### config.mk
export PLATFORM = sky130hd
export DESIGN_NAME = icache_direct
export DESIGN_NICKNAME = d
export VERILOG_FILES = /design/src/rtl/icache_direct.sv
export SDC_FILE = /design/constraint.sdc
export NUM_CORES = 1
export LEC_CHECK = 0
export ABC_AREA = 1
export CAP_MARGIN = 20
export CELL_PAD_IN_SITES_DETAIL_PLACEMENT = 0
export CELL_PAD_IN_SITES_GLOBAL_PLACEMENT = 1
export CORE_MARGIN = 3
export CORE_UTILIZATION = 50
export DETAILED_ROUTE_END_ITERATION = 16
export PLACE_DENSITY_LB_ADDON = 0.1
export SYNTH_ARGS = -nofsm -noshare
export SYNTH_HDL_FRONTEND = slang
export SYNTH_SLANG_ARGS = --single-unit
### constraint.sdc
create_clock -name CLK -period 8.12 [get_ports CLK]
set_clock_uncertainty 0.15 [all_clocks]
set_input_delay 1.624 -clock CLK [delete_from_list [all_inputs] [get_ports CLK]]
set_output_delay 1.624 -clock CLK [all_outputs]
set_load 0.02 [all_outputs]
### src/rtl/icache_direct.sv
// icache_direct: direct-mapped, one-word-per-line instruction cache between the PC stage and memory.
// Latency: a hit returns the word in the same cycle. A miss takes 1 cycle to detect, then N memory cycles, then 1 hit cycle.
// Backpressure: ihit is the PC enable and stays low until the word is available. The fill waits for iwait to go low.
//
// Optional build macro: ICACHE_STATS_EN adds the hit_count and miss_count outputs.
//
// Ports:
//   CLK        clock; all state updates on the rising edge
//   RST        synchronous, active-high reset
//   imemREN    fetch request from the datapath
//   imemaddr   fetch byte address from the PC stage; bits [1:0] are ignored
//   flush      invalidates every line (driven from halt)
//   ihit       instruction valid this cycle (PC stage pcEN)
//   imemload   instruction word; zero unless ihit
//   iREN       read request to the memory controller (high for the whole FETCH state)
//   iaddr      word-aligned fill address (latched miss address)
//   iwait      memory busy; fill data is valid in a FETCH cycle with iwait=0
//   iload      fill data from memory
//   hit_count  (ICACHE_STATS_EN) cycles with ihit=1, wraps modulo 2^32
//   miss_count (ICACHE_STATS_EN) IDLE->FETCH transitions, wraps modulo 2^32

module icache_direct #(
   parameter int SETS  = 16,
   parameter int IDX_W = $clog2(SETS)
) (
   input  logic        CLK,
   input  logic        RST,
   input  logic        imemREN,
   input  logic [31:0] imemaddr,
   input  logic        flush,
   output logic        ihit,
   output logic [31:0] imemload,
   output logic        iREN,
   output logic [31:0] iaddr,
   input  logic        iwait,
`ifdef ICACHE_STATS_EN
   output logic [31:0] hit_count,
   output logic [31:0] miss_count,
`endif
   input  logic [31:0] iload
);

   localparam int TAG_W = 30 - IDX_W;

   typedef enum logic {
      IDLE  = 1'b0,
      FETCH = 1'b1
   } state_t;

   state_t            state;

   // Line storage. Only the valid bits need a reset. Tag and data are
   // meaningless while the valid bit is clear.
   logic [SETS-1:0]   valid;
   logic [TAG_W-1:0]  tag_arr  [SETS];
   logic [31:0]       data_arr [SETS];

   // Address of the outstanding fill. It is the only source of the fill
   // index and tag, so fetch-address changes during FETCH cannot redirect the fill.
   logic [31:0]       miss_addr;

   logic [IDX_W-1:0]  idx;
   logic [TAG_W-1:0]  tag;
   logic [IDX_W-1:0]  miss_idx;
   logic [TAG_W-1:0]  miss_tag;

   logic              lookup_hit;
   logic              start_fill;
   logic              fill_done;

   // Byte-offset bits are never used: fetches are whole words.
   logic              unused_bits;

   assign idx      = imemaddr[IDX_W+1:2];
   assign tag      = imemaddr[31:IDX_W+2];
   assign miss_idx = miss_addr[IDX_W+1:2];
   assign miss_tag = miss_addr[31:IDX_W+2];

   assign unused_bits = ^{imemaddr[1:0], miss_addr[1:0]};

   // Raw tag lookup. Qualifying it with state and flush happens below.
   assign lookup_hit = imemREN && valid[idx] && (tag_arr[idx] == tag);

   // A flush suppresses the hit even when the tag matches. This keeps the PC
   // from advancing on a line that is being invalidated at this edge.
   assign ihit     = (state == IDLE) && !flush && lookup_hit;
   assign imemload = ihit ? data_arr[idx] : 32'h0000_0000;

   // iREN follows the state directly. In a FETCH cycle with flush asserted it is
   // still high, and it drops once the abort has taken the FSM back to IDLE.
   assign iREN  = (state == FETCH);
   assign iaddr = miss_addr;

   // A miss starts a fill only when no flush is pending.
   assign start_fill = (state == IDLE) && imemREN && !lookup_hit && !flush;

   // Flush takes priority over a completing fill. The returned word is dropped.
   assign fill_done  = (state == FETCH) && !iwait && !flush;

   // Control state: FSM, valid bits and the miss address register.
   always_ff @(posedge CLK) begin
      if (RST) begin
         state     <= IDLE;
         valid     <= '0;
         miss_addr <= 32'h0000_0000;
      end else begin
         case (state)
            IDLE: begin
               if (flush) begin
                  valid <= '0;
               end else if (start_fill) begin
                  miss_addr <= {imemaddr[31:2], 2'b00};
                  state     <= FETCH;
               end
            end
            FETCH: begin
               if (flush) begin
                  // Abort: no line is written and the whole cache is invalidated.
                  valid <= '0;
                  state <= IDLE;
               end else if (!iwait) begin
                  valid[miss_idx] <= 1'b1;
                  state           <= IDLE;
               end
            end
            default: begin
               state <= IDLE;
            end
         endcase
      end
   end

   // Tag and data arrays. The fill overwrites unconditionally, so a conflict
   // miss simply evicts whatever line was there before.
   always_ff @(posedge CLK) begin
      if (!RST && fill_done) begin
         tag_arr[miss_idx]  <= miss_tag;
         data_arr[miss_idx] <= iload;
      end
   end

`ifdef ICACHE_STATS_EN
   // Only reset clears the statistics. A flush-aborted fill still counts,
   // because the miss was counted when FETCH was entered.
   always_ff @(posedge CLK) begin
      if (RST) begin
         hit_count  <= 32'h0000_0000;
         miss_count <= 32'h0000_0000;
      end else begin
         if (ihit) begin
            hit_count <= hit_count + 32'h0000_0001;
         end
         if (start_fill) begin
            miss_count <= miss_count + 32'h0000_0001;
         end
      end
   end
`endif

endmodule
After elaboration in Yosys (flattened, before gate mapping). Memory sizes are Yosys's and may differ from the RTL's. Index checks and enable logic that the tools add are counted.

Divide/modulo/power cells: 0. Muxes and demuxes: 16. Reductions and logical operators: 17. $add $sub $neg: 0. Magnitude comparators: 3. Shift operators: 0. Eq/ne operators: 3. Bitwise gates (word level): 3. Multiply operators: 0.

Operator list (count): $mux 16 (3); $mux 32 (1); $pmux 16 s2 (1); $eq 26x26->1 (1); $or 16x16->16 (1); $logic_and 1x1->1 (11); $lt 4x5->1 const B (2); $mux 1 (8); $bmux 1 s4 (1); $demux 1 s4 (1); $ge 4x1->1 const B (1); $logic_not 1->1 (4); $ne 3x3->1 const B (1); $reduce_and 3->1 (1); $ne 2x2->1 const B (1); $not 1->1 (2); $pmux 1 s2 (1); $reduce_and 2->1 (1).

Bits in writable memories: 928. Bits in read-only memories: 0. Register bits after elaboration: 47. Output and inout port bits: 66. Latch bits: 0. Memories: 2. Bits of input ports: 69. Logic and storage cells: 47.

Memories: data_arr (words 16, bits a word 32, rd ports 1, clocked after Yosys merged registers in 0, write ports 1, RTL line 56) `logic [31:0] data_arr [SETS];`; tag_arr (words 16, bits a word 26, rd ports 1, clocked after Yosys merged registers in 0, write ports 1, RTL line 55) `logic [TAG_W-1:0] tag_arr [SETS];`.

Longest topological paths before layout.
Depth in word-level cells: 10. Gate-level depth with buffers: 21. Depth with buffers taken out: 18.

Least setup slack after synthesis. Ideal clock, no wire load.

Path kind: input-to-reg. From: input flush. To: memory data_arr[2][0], enable pin. Path slack: 1.177 ns. Cell stages on the path: 4. Arrival: 6.248 ns. Library setup time: 0.545 ns. Cells stage by stage: nor3_1 > clkbuf_1 > nand2_1 > nor3_1.

Longest elaborated chain between the ends: 5.

Ends and longest elaborated chain: start: declaration (RTL line 30) `input logic flush,`; $logic_not 1->1 (RTL line 98) `assign fill_done = (state == FETCH) && !iwait && !flush;`; $logic_and 1x1->1 (RTL line 98); $logic_and 1x1->1 (RTL line 136) `if (!RST && fill_done) begin`; $mux 1 (RTL line 136); $mux 1 (implied by the code) (RTL line 138) `data_arr[miss_idx] <= iload;`; end: declaration (RTL line 56).

Every way passes these cells.

Final worst setup path.
From: input imemaddr[3]. To: output imemload[2].

Longest elaborated chain between the ends: 6. Elaborated cells on any way between the ends: 9. Classes of those cells: 1 x eq/ne; 3 x mux; 3 x reduce/logical; 2 x memory.

Ends and longest elaborated chain: start: declaration (RTL line 29) `input logic [31:0] imemaddr,`; branches (longest 5 deep; another with $mem_v2 16x26); $mux 32 (*) (RTL line 87) `assign imemload = ihit ? data_arr[idx] : 32'h0000_0000;`; end: declaration (RTL line 32) `output logic [31:0] imemload,`.

Mark *: on every way between the ends. The select of a mux whose other input is x is not followed.

==> flow_summary.toml <==
[status]
status = "completed"

[die]
start_util_pct = 50.94
die_x_um = 288.1
rows = 102
dieArea_mm2 = 0.08300
num_io_pins = 135
die_height_um = 288.1
core_mm2 = 0.07810

[timing]
finalSetupViolCount = 0
slew_headroom_pct = 21.61
fin_crit_ps = 7054
final.setup.tns_ps = 0
worst_pin_slew_ps = 1173
max_freq_mhz = 141.8
rsz0062_at_grt = "no"
maxSlewViolCount = 0
setup_slack_ps = 1066
hold_viol = 0
fin_crit_sh_pct = 86.88

[clocking]
cts-root-buf = "clkbuf_16"
cts_setup_buffers = 0
htree_levels = 3
cts.sinks = 975
cts_hold_buf = 0
clk_pin_slew_ps = 60
cts_buffer_depth = 3
cts_resized = 0
clock_latency_ps = 650
cts_made_buffers = 101
cts_tree = "yes"

[synth]
ys_seq_area_share_pct = 72.40
ys_types = 28
ys.flop_type = "edfxtp_1"
syn_inst = 3380
avgSynthCellArea_um2 = 11.77
synth_common_cells = "928 x edfxtp_1, 857 x nand2_1, 303 x nand3_1"
ys_warn_count = 0
synthArstFlopShare_pct = 0
syn_area_mm2 = 0.03979
synth.most_common_cell = "edfxtp_1"
yosys.area.top_type = "edfxtp_1"
synth-edff-count = 928
synthTopCellsByArea = "edfxtp_1 70%, nand2_1 8.1%, nand3_1 3.8%"
synth_seq_cells = 975
synth.top_cell.area_share_pct = 70.04

[hold_path]
hp-class = "flop to flop"
whs_path_depth = 2
hold_end = "valid[6]$_SDFFE_PP0P_"
hp-start = "valid[6]$_SDFFE_PP0P_"

[drt]
drt-vias-per-instance = 5.759
drcViolationCount = 0
routed_wl_um = 107300
first_pass_iters = 5
drtIter0Drc = 2211
vias = 26340
post_drt_wl_per_cell_um = 23.46
ant_nets = 0

[setup_path]
criticalPathCategory = "input pin to output port"
crit_chain = "buf_6 -> buf_12 -> nand3_1 -> nand3_1 -> nand3_1 -> nand3_1 -> o21ai_0 -> nor2_1 -> nand3b_1 -> nor2_1 -> nand2_1 -> nor2_1 -> nand2_2 -> buf_4 -> nor2_1 -> clkdlybuf4s50_1"
worst-endpoint-arrival_ps = 5280
worstRegToRegCells = 6
slowest_delay_ps = 640
end_kind = "output port"
cp_max_fo = 109
cp.required_ps = 6350
crit_slowest_cell = "clkdlybuf4s50_1"
r2r_end = "data_arr[4][21]$_DFFE_PP_"
r2r_slack_ps = 4890
r2r_start = "iREN$_SDFF_PP0_"
worst_setup_path_start_kind = "input pin"

[finish]
stdcell_area_mm2 = 0.04520
syn_to_final_growth_pct = 13.59
fin_nets = 3521
fillers = 6394
drive_gt1_share_pct = 6.259

[place]
place_congestion = 0.8639
io_buffers = 130
placed_area_mm2 = 0.04210
place_ws_ps = 1080
place_hpwl_um = 54130

[grt]
overflow = 0
antenna_found_initial = 4
grt_pass1_wl_um = 160800
grt_max_degree = 169
grt_pass1_vias = 26100
grtUsageTotal_pct = 25.88

[flow_run]
maxCapViolCount = 0

[power_and_ir_drop]
peakVddDrop_mv = 0.1913
power_density_mw_per_mm2 = 232.4
p_leak_nw = 16.31
==> sequential cells by signal (all words and copies together), names as in the netlist <==
signal / flops
iaddr: 30
valid: 16
data_arr: 512
iREN: 1
tag_arr: 416
==> worst max path at each step <==
| stage | startpoint | endpoint | slack (ps) | cells past startpoint |
|---|---|---|---|---|
| floorplan | flush | data_arr[2][0]$_DFFE_PP_ | 1180 | 4 |
| global placement | imemaddr[3] | imemload[7] | 1140 | 17 |
| detailed placement | imemaddr[2] | imemload[2] | 1080 | 18 |
| CTS | imemaddr[3] | imemload[6] | 1080 | 16 |
| global route | imemaddr[2] | imemload[14] | 790 | 18 |
| finish | imemaddr[3] | imemload[2] | 1070 | 16 |
==> layout make-up <==
type	count	area [µm²]	area share [%]
Sequential cell	975	28810	63.74
Antenna cell	2	5.005	0.01107
Timing Repair Buffer	188	1941	4.294
Tap cell	1040	1301	2.879
Clock inverter	44	306.5	0.6782
Inverter	210	813.3	1.799
Clock buffer	138	2769	6.126
Multi-Input combinational cell	1976	9255	20.48
==> routing by layer <==
layer / track usage [%] / routed length, µm / vias to the layer above
met4: 9.131 / 3463 / 4
met1: 34.04 / 44660 / 13110
li1: - / - / 12130
met2: 44.10 / 52550 / 865
met5: 0 / 40 / -
met3: 3.737 / 6565 / 225
==> power breakdown <==
group / internal (mW) / switching [mW] / leakage (nW)
Combinational: 0.191 / 0.429 / 5.79
Sequential: 5.53 / 0.0431 / 9.01
Clock: 2.47 / 1.85 / 1.52
==> cells by family after synthesis <==
logic type | Yosys count | share of synthesized area [%]
buffers and inverters | 430 | 4.670
DFF | 975 | 72.40
and+or+nand+nor | 1414 | 14.39
AOI/OAI and AO/OA | 560 | 8.534
other | 1 | 0.009425
==> worst max-delay path: cells and delay by family <==
family                 cells  cell delay [ps]
buffers and inverters      4             1700
AND/OR/NAND/NOR           11             1520
AO/OA/AOI/OAI              1              140
==> stage by stage <==
step / utilization [%] / hold WS [ps] / total power, mW / cells
2_1_floorplan: - / 276.4 / 6.038 / 3381
3_3_place_gp: 53.87 / 284.1 / 6.277 / 4386
3_5_place_dp: 53.90 / 291.6 / 6.294 / 4388
4_1_cts: 57.84 / 300.6 / 10.59 / 4570
5_1_grt: 57.86 / 323.8 / 10.86 / 4571
6_report: 57.87 / 299.4 / 10.50 / 4573
==> cells in the final DEF, fill, tap and decap left out, types with 4 or more instances in the layout <==
cell type	count
a32oi_1	4
clkbuf_16	103
o31ai_1	32
clkinv_2	18
nand4_1	9
a221oi_1	116
clkdlybuf4s50_1	125
dfxtp_1	47
nand2_1	856
a31oi_1	4
nor2_1	222
a21oi_1	302
o211ai_1	23
clkinv_1	18
buf_4	41
clkbuf_1	29
o21ai_0	70
buf_12	17
inv_1	206
nand3_1	303
nor2_4	16
edfxtp_1	928
o21ai_1	9
clkbuf_8	6
(Power assumes the default switching activity.)
